<file path="src/rtl/restoring_divider_nb_pkg.sv">
// Shared opcode and state encodings for the RV32M restoring divider.
package restoring_divider_nb_pkg;

  localparam logic [1:0] DIV_OP_DIV  = 2'b00;
  localparam logic [1:0] DIV_OP_DIVU = 2'b01;
  localparam logic [1:0] DIV_OP_REM  = 2'b10;
  localparam logic [1:0] DIV_OP_REMU = 2'b11;

  localparam logic [1:0] S_IDLE = 2'd0;
  localparam logic [1:0] S_CALC = 2'd1;
  localparam logic [1:0] S_SIGN = 2'd2;
  localparam logic [1:0] S_DONE = 2'd3;

endpackage

</file>
<file path="src/rtl/restoring_divider_nb_rca.sv">
// Ripple-carry adder with optional operand-B inversion for the divider's trial subtract.
module ripple_carry_adder_Nb #(
  parameter int unsigned N = 33
) (
  input  logic [N-1:0] a_i,
  input  logic [N-1:0] b_i,
  input  logic         inv_b_i,
  input  logic         carry_i,
  output logic [N-1:0] sum_o,
  output logic         carry_o
);

  logic [N:0]   c;
  logic [N-1:0] b_eff;

  // Inverting B also injects the +1, so inv_b_i=1/carry_i=0 yields a - b.
  always_comb begin
    b_eff = b_i ^ {N{inv_b_i}};
    c     = '0;
    sum_o = '0;
    c[0]  = carry_i ^ inv_b_i;
    for (int i = 0; i < int'(N); i++) begin
      sum_o[i] = a_i[i] ^ b_eff[i] ^ c[i];
      c[i+1]   = (a_i[i] & b_eff[i]) | (c[i] & (a_i[i] ^ b_eff[i]));
    end
    carry_o = c[N];
  end

endmodule

</file>
<file path="src/rtl/restoring_divider_nb.sv">
// Multi-cycle restoring divider for RV32M DIV/DIVU/REM/REMU, one quotient bit per cycle.
module restoring_divider_nb
  import restoring_divider_nb_pkg::*;
#(
  parameter int unsigned N = 32
) (
  input  logic         clk_i,
  input  logic         rst_i,
  input  logic         start_i,
  input  logic [1:0]   op_i,
  input  logic [N-1:0] opa_i,
  input  logic [N-1:0] opb_i,
  output logic         ready_o,
  output logic         valid_o,
  output logic [N-1:0] res_o
);

  localparam int unsigned CW = $clog2(N);

  logic [1:0]   state_q, state_d;
  logic [CW-1:0] cnt_q;
  logic [N-1:0] p_q, q_q, d_q;
  logic         rem_q, neg_q_q, neg_r_q;

  logic         accept_c, signed_in_c, div_zero_c, ovf_c, special_c;
  logic [N-1:0] abs_a_c, abs_b_c, special_res_c;
  logic [N:0]   p_shift_c, t_sum_c;
  logic         carry_c, no_borrow_c;
  logic [N-1:0] q_fin_c, r_fin_c, sign_res_c;

  // Accept decode, special-case detection and next state.
  always_comb begin
    accept_c    = start_i && ready_o;
    signed_in_c = ~op_i[0];
    div_zero_c  = (opb_i == '0);
    ovf_c       = signed_in_c && (opa_i == {1'b1, {(N-1){1'b0}}}) && (opb_i == '1);
    special_c   = div_zero_c || ovf_c;
    state_d     = state_q;
    case (state_q)
      S_IDLE, S_DONE: begin
        if (accept_c) state_d = special_c ? S_DONE : S_CALC;
        else          state_d = S_IDLE;
      end
      S_CALC:  if (cnt_q == '0) state_d = S_SIGN;
      S_SIGN:  state_d = S_DONE;
      default: state_d = S_IDLE;
    endcase
  end

  // Operand magnitudes and RISC-V special results computed straight from the request.
  always_comb begin
    abs_a_c = (signed_in_c && opa_i[N-1]) ? (~opa_i + N'(1)) : opa_i;
    abs_b_c = (signed_in_c && opb_i[N-1]) ? (~opb_i + N'(1)) : opb_i;
    if (div_zero_c) special_res_c = op_i[1] ? opa_i : '1;
    else            special_res_c = op_i[1] ? '0 : opa_i;
  end

  assign p_shift_c = {p_q, q_q[N-1]};

  ripple_carry_adder_Nb #(.N(N+1)) u_rca (
    .a_i     (p_shift_c),
    .b_i     ({1'b0, d_q}),
    .inv_b_i (1'b1),
    .carry_i (1'b0),
    .sum_o   (t_sum_c),
    .carry_o (carry_c)
  );

  // A successful trial leaves a partial remainder below the divisor, so bit N is always clear.
  assign no_borrow_c = carry_c & ~t_sum_c[N];

  always_comb begin
    q_fin_c    = neg_q_q ? (~q_q + N'(1)) : q_q;
    r_fin_c    = neg_r_q ? (~p_q + N'(1)) : p_q;
    sign_res_c = rem_q ? r_fin_c : q_fin_c;
  end

  always_ff @(posedge clk_i) begin
    if (rst_i) begin
      state_q <= S_IDLE;
      ready_o <= 1'b1;
      valid_o <= 1'b0;
      res_o   <= '0;
      cnt_q   <= '0;
      p_q     <= '0;
      q_q     <= '0;
      d_q     <= '0;
      rem_q   <= 1'b0;
      neg_q_q <= 1'b0;
      neg_r_q <= 1'b0;
    end else begin
      state_q <= state_d;
      ready_o <= (state_d == S_IDLE) || (state_d == S_DONE);
      valid_o <= (state_d == S_DONE);
      case (state_q)
        S_IDLE, S_DONE: begin
          if (accept_c) begin
            p_q     <= '0;
            q_q     <= abs_a_c;
            d_q     <= abs_b_c;
            cnt_q   <= CW'(N - 1);
            rem_q   <= op_i[1];
            neg_q_q <= signed_in_c && (opa_i[N-1] ^ opb_i[N-1]);
            neg_r_q <= signed_in_c && opa_i[N-1];
            if (special_c) res_o <= special_res_c;
          end
        end
        S_CALC: begin
          p_q   <= no_borrow_c ? t_sum_c[N-1:0] : p_shift_c[N-1:0];
          q_q   <= {q_q[N-2:0], no_borrow_c};
          cnt_q <= cnt_q - CW'(1);
        end
        S_SIGN:  res_o <= sign_res_c;
        default: ;
      endcase
    end
  end

endmodule

</file>
<file path="config.mk">
export PLATFORM = sky130hd
export DESIGN_NAME = restoring_divider_nb
export DESIGN_NICKNAME = d
export VERILOG_FILES = /design/src/rtl/restoring_divider_nb_pkg.sv /design/src/rtl/restoring_divider_nb_rca.sv /design/src/rtl/restoring_divider_nb.sv
export SDC_FILE = /design/constraint.sdc
export NUM_CORES = 1
export LEC_CHECK = 0
export BUFFER_PORTS_ARGS = -buffer_cell sky130_fd_sc_hd__buf_2
export CAP_MARGIN = 20
export CORE_MARGIN = 2
export CORE_UTILIZATION = 55
export CTS_CLUSTER_DIAMETER = 120
export DETAILED_ROUTE_END_ITERATION = 12
export PLACE_DENSITY = 0.88
export SKIP_CTS_REPAIR_TIMING = 1
export SLEW_MARGIN = 20
export SYNTH_ARGS = -nofsm -noshare
export SYNTH_HDL_FRONTEND = slang
export SYNTH_SLANG_ARGS = --single-unit
</file>
<file path="constraint.sdc">
create_clock -name clk_i -period 12.4 [get_ports clk_i]
set_input_delay 0 -clock clk_i [delete_from_list [all_inputs] [get_ports clk_i]]
set_output_delay 0 -clock clk_i [all_outputs]
set_load 0.02 [all_outputs]
</file>
### After elaboration in Yosys (flattened, before gate mapping)

Cells that the tools add are included.

* bits of input ports: 69
* register bits after elaboration: 140
* logic and storage cells: 237

* equal/unequal tests: 8
* reductions and logical operators: 18
* mux-type cells: 22
* $add $sub $neg: 5
* bitwise gates (word level): 173

Operators by type and width (count)
* $mux 32: 13
* $pmux 32 s2: 3
* $add 32x1->32 const B: 4
* $not 32->32: 4
* $and 1x1->1: 66
* $xor 1x1->1: 66
* $eq 32x32->1 const B: 2
* $not 32->33: 1
* $or 1x1->1: 33
* $logic_not 32->1: 1
* $pmux 5 s2: 1
* $eq 2x2->1 const B: 3
* $logic_and 1x1->1: 6
* $mux 2: 3
* $pmux 2 s3: 1
* $logic_not 5->1: 1
* $mux 5: 1
* $sub 5x1->5 const B: 1
* $logic_not 2->1: 2
* $ne 2x2->1 const B: 2
* $reduce_and 2->1: 2
* $reduce_bool 2->1: 2
* $not 1->1: 3
* $reduce_and 3->1: 1
* 3 further kinds: 4

### Logic depth before layout (Yosys ltp)

* depth in word-level cells: 70
* mapped depth: 44
* depth with buffers taken out: 42

### By module

From an unflattened synthesis, not the netlist that was laid out.

* cells, all modules: 1343
* area, all modules: 10565.1 um^2

Modules (own cells, without submodules)
* restoring_divider_nb: times used 1, area each 9305.2 um^2, cells each 1210
* ripple_carry_adder_Nb: times used 1, area each 1260.0 um^2, cells each 133

### Worst setup path before layout

OpenSTA, ideal clock, no wires.

* path kind: register to register
* from: register q_q[31]
* to: register p_q[1]
* period minus slack after synthesis: 12.772 ns
* stages on the path, launching flop included: 44
* slack: -0.372 ns
* arrival time: 12.644 ns
* path through: dfxtp_1 inv_1 ha_1 inv_1 fa_1 inv_1 fa_1 inv_1 fa_1 fa_1 fa_1 fa_1 fa_1 fa_1 fa_1 fa_1 fa_1 fa_1 (+8 left out) fa_1 fa_1 fa_1 fa_1 fa_1 fa_1 fa_1 fa_1 inv_1 fa_1 fa_1 fa_1 xnor2_1 clkbuf_1 clkbuf_1 o21ai_0 a22oi_1 nor2_1

* word-level cells in the longest chain between the ends: 69
* elaborated cells between the ends (all ways): 73
* classes of those cells: mux (2); bitwise (71)

RTL lines
* from (decl): line restoring_divider_nb.sv:22 `logic [N-1:0] p_q, q_q, d_q;`
* from (signal assigned): line restoring_divider_nb.sv:99 `q_q <= abs_a_c;`
* from (signal assigned): line restoring_divider_nb.sv:110 `q_q <= {q_q[N-2:0], no_borrow_c};`
* $and 1x1->1 or $xor 1x1->1 (tied branches): line restoring_divider_nb_rca.sv:24 `c[i+1] = (a_i[i] & b_eff[i]) | (c[i] & (a_i[i] ^ b_eff[i]));`
* $or 1x1->1 (*): line restoring_divider_nb_rca.sv:24
* $and 1x1->1: line restoring_divider_nb_rca.sv:24
* $or 1x1->1: line restoring_divider_nb_rca.sv:24
* $and 1x1->1: line restoring_divider_nb_rca.sv:24
* $or 1x1->1: line restoring_divider_nb_rca.sv:24
* $and 1x1->1: line restoring_divider_nb_rca.sv:24
* $or 1x1->1: line restoring_divider_nb_rca.sv:24
* (+53 left out)
* $or 1x1->1: line restoring_divider_nb_rca.sv:24
* $and 1x1->1: line restoring_divider_nb_rca.sv:24
* $or 1x1->1: line restoring_divider_nb_rca.sv:24
* $and 1x1->1 or $xor 1x1->1 (tied branches): line restoring_divider_nb_rca.sv:24, restoring_divider_nb_rca.sv:23
* $or 1x1->1 or $not 1->1 (tied branches): line restoring_divider_nb_rca.sv:24, restoring_divider_nb.sv:70
* $and 1x1->1: line restoring_divider_nb.sv:70 `assign no_borrow_c = carry_c & ~t_sum_c[N];`
* $mux 32 (*): line restoring_divider_nb.sv:109 `p_q <= no_borrow_c ? t_sum_c[N-1:0] : p_shift_c[N-1:0];`
* $pmux 32 s2 (*): line restoring_divider_nb.sv:95 `case (state_q)`
* to (signal assigned): line restoring_divider_nb.sv:109
* to (decl): line restoring_divider_nb.sv:22

Every way passes the cells marked *; elsewhere a longest branch is shown, timed or not.
A chain may end at the register's enable or synchronous reset.

### Worst setup path after layout

* from: register d_q[0]
* to: register p_q[14]

* word-level cells in the longest chain between the ends: 70
* elaborated cells between the ends (all ways): 74
* classes of those cells: mux (2); bitwise (72)

RTL lines
* from (decl): line restoring_divider_nb.sv:22
* from (signal assigned): line restoring_divider_nb.sv:100 `d_q <= abs_b_c;`
* $not 32->33 (no line) (*)
* $and 1x1->1 or $xor 1x1->1 (tied branches): line restoring_divider_nb_rca.sv:24
* $or 1x1->1 (*): line restoring_divider_nb_rca.sv:24
* $and 1x1->1 (*): line restoring_divider_nb_rca.sv:24
* $or 1x1->1 (*): line restoring_divider_nb_rca.sv:24
* $and 1x1->1 (*): line restoring_divider_nb_rca.sv:24
* $or 1x1->1 (*): line restoring_divider_nb_rca.sv:24
* $and 1x1->1 (*): line restoring_divider_nb_rca.sv:24
* (+54 left out)
* $or 1x1->1: line restoring_divider_nb_rca.sv:24
* $and 1x1->1: line restoring_divider_nb_rca.sv:24
* $or 1x1->1: line restoring_divider_nb_rca.sv:24
* $and 1x1->1 or $xor 1x1->1 (tied branches): line restoring_divider_nb_rca.sv:24, restoring_divider_nb_rca.sv:23
* $or 1x1->1 or $not 1->1 (tied branches): line restoring_divider_nb_rca.sv:24, restoring_divider_nb.sv:70
* $and 1x1->1: line restoring_divider_nb.sv:70
* $mux 32 (*): line restoring_divider_nb.sv:109
* $pmux 32 s2 (*): line restoring_divider_nb.sv:95

Marks and branches as above.

==> results.yml <==
worst_setup_path:
  timing.critical_path.mode_cell: "fa_2"
  cp.arrival_ps: 12610
  cp-start-kind: "flip-flop"
  critical_path_class: "reg2reg"
  cpMaxStageDelayCell: "fa_2"
  worst_ep_required_time_ps: 12660
  endpoint_kind: "flip-flop"
  max_stage_delay_ps: 370
  crit_fanout: 7
clock_tree:
  cts.clk_slew.worst_paths_ps: 60
  cts_made_buffers: 17
  cts_tree: "done"
  insertion_delay_ps: 440
  clock-sinks: 140
  htree_levels: 4
  clk_path_buf_depth: 2
  cts-root-buf: "clkbuf_16"
die:
  core_area_sq_um: 17900
  dieArea_sq_um: 19200
  rows: 49
  die_h_um: 139
  start_util_pct: 55.7
  die_w_um: 139
  ioPinCount: 103
cells_and_area:
  n_antenna_cell: 0
  fin_nets: 1431
  stdcell_area_sq_um: 11800
  utilization_pct: 66.0
  drive_gt1_share_pct: 18.3
  final_common_cell: "dfxtp_1"
  most-common-layout-cells: "dfxtp_1, nor2_1, nand2_1, buf_2, a21oi_1"
  area_delta_synth_final_pct: 18.5
drt:
  dr.pass1.iters: 8
  drt_wl_total_um: 31500
  drc: 0
  antenna_left: 0
  via_per_inst: 6.53
  wire_per_inst_um: 20.2
  drt_first_iter_violations: 1278
  via_count: 10200
placed_design:
  dp_hpwl_um: 20200
  placed_area_sq_um: 10600
  io_buffer_count: 102
  gp_congestion: 0.944
sta:
  layout_min_cycle_time_ps: 12350
  setup_viol: 0
  holdWs_ps: -45.2
  tightest_slew_ps: 1160
  finClkSkew_ps: 8.86
  max_freq_ghz: 0.0810
  post-route-period-util_pct: 99.6
  finalMaxSlewViolations: 0
  max_slew_margin_pct: 22.1
  hold_viol: 13
grt:
  use_met1_pct: 38.9
  met2_usage_pct: 47.5
  grt_busiest_layer: "met2"
  grt_pass1_wl_um: 46700
  track_usage_pct: 29.6
  grt_max_degree: 98
  grt_util_met3_pct: 5.94
  gr-total-overflow: 0
  antenna_found_initial: 0
  grt_pass1_vias: 9226
run_status:
  violations: "negative hold slack"
  outcome: "finished with violations"
yosys:
  synthesis.area_sq_um: 9980
  syn_nets: 1358
  synth_edf_count: 0
  syn_inst: 1248
  synth_seq_cells: 140
  ys_warn_count: 0
  async_reset_ff_share_pct: 0
  synth_cell_types: 61
  synthFlopType: "dfxtp_1"
  yosysSeqAreaShare_pct: 28.1
  avgSynthCellArea_sq_um: 7.99
power:
  p_per_area_nw_per_um2: 114
  static-leakage-power_nw: 4.44
  power_mw: 1.34
  irDropWorstVdd_uv: 108
run:
  maxCapViolCount: 0
min_path:
  hp-class: "in2reg"
## routing by layer
metal / vias up / part of all wire [%]
met3: 157 / 9.1
met4: 0 / 5.1
met1: 4703 / 39
met2: 688 / 47
li1: 4652 / -
met5: - / 0
## final cells by class
type / instances / area, sq um
clock buffers: 21 / 480
clock inverters: 11 / 188
fillers: 1397 / 6080
inverters: 55 / 206
multi-input cells: 954 / 6860
flip-flops and latches: 140 / 2800
well taps: 229 / 287
repair buffers: 153 / 996
## critical path, delay by kind of cell (launching register included)
| kind | cells | cell delay (ps) |
|---|---|---|
| adder cells (fa/ha/maj) | 32 | 10510 |
| XOR/XNOR | 1 | 220 |
| flip-flops | 1 | 360 |
| AND/OR/NAND/NOR | 1 | 100 |
| buffers and inverters | 5 | 390 |
| AO/OA/AOI/OAI | 1 | 230 |
| multiplexers | 1 | 350 |
## path summary, 6_finish.rpt
path,start,endpoint,slack [ps],cells past startpoint
worst max-delay path,d_q[0],p_q[14],50,41
worst min-delay path,opb_i[14],d_q[14],-50,3
worst max register to register,d_q[0],p_q[14],50,41
worst min register to register,res_o[23],res_o[23],450,2
## synth_stat cells (11+ instances only)
cell / instances / area share, %
o22ai_1: 19 / 1.2
o41ai_1: 21 / 1.8
fa_1: 31 / 6.2
a22oi_1: 32 / 2.4
clkbuf_1: 82 / 3.1
a211oi_1: 46 / 3.5
or3_1: 23 / 1.4
a21oi_1: 70 / 3.5
dfxtp_1: 140 / 28
maj3_1: 29 / 2.9
or4_1: 23 / 1.7
o211ai_1: 16 / 1.2
xnor2_1: 56 / 4.9
o21ai_0: 51 / 2.6
nor2_1: 140 / 5.3
nor4_1: 16 / 1.0
nor3_1: 24 / 1.2
mux2_2: 26 / 2.9
nand2_1: 111 / 4.2
inv_1: 55 / 2.1
buf_1: 11 / 0.41
nand3_1: 16 / 0.80
xor2_1: 60 / 5.3
o31ai_1: 25 / 1.9
nand4_1: 11 / 0.69
## power by group
group | switching [mW] | total (mW) | internal [mW]
logic | 0.160 | 0.261 | 0.101
registers | 0.0272 | 0.502 | 0.474
clock network | 0.202 | 0.579 | 0.377
## cells by family after synthesis
kind of cell             share of synthesized area, %
XOR/XNOR                                         10.2
buffers and inverters                            6.23
flip-flops                                       28.1
AND/OR/NAND/NOR                                  19.5
AO/OA/AOI/OAI                                    22.5
adder cells (fa/ha/maj)                          10.4
multiplexers                                     3.14
## sequential cells by signal (all words and copies together) (netlist names)
register / flops
q_q: 32
cnt_q: 5
rem_q: 1
neg_q_q: 1
p_q: 32
state_q: 2
d_q: 32
valid_o: 1
neg_r_q: 1
res_o: 32
ready_o: 1
## stage by stage
stage | TNS (ps) | cells | hold WS, ps | setup WS (ps)
2_1_floorplan | 0 | 1248 | 136 | 35.5
3_3_place_gp | -11590 | 1499 | 260 | -377
3_5_place_dp | -18540 | 1499 | 268 | -614
4_1_cts | -21840 | 1531 | -187 | -737
5_1_grt | -2180 | 1563 | 0.353 | -175
6_report | 0 | 1563 | -45.2 | 54.5
No activity file was read; power rests on OpenSTA's default activity.
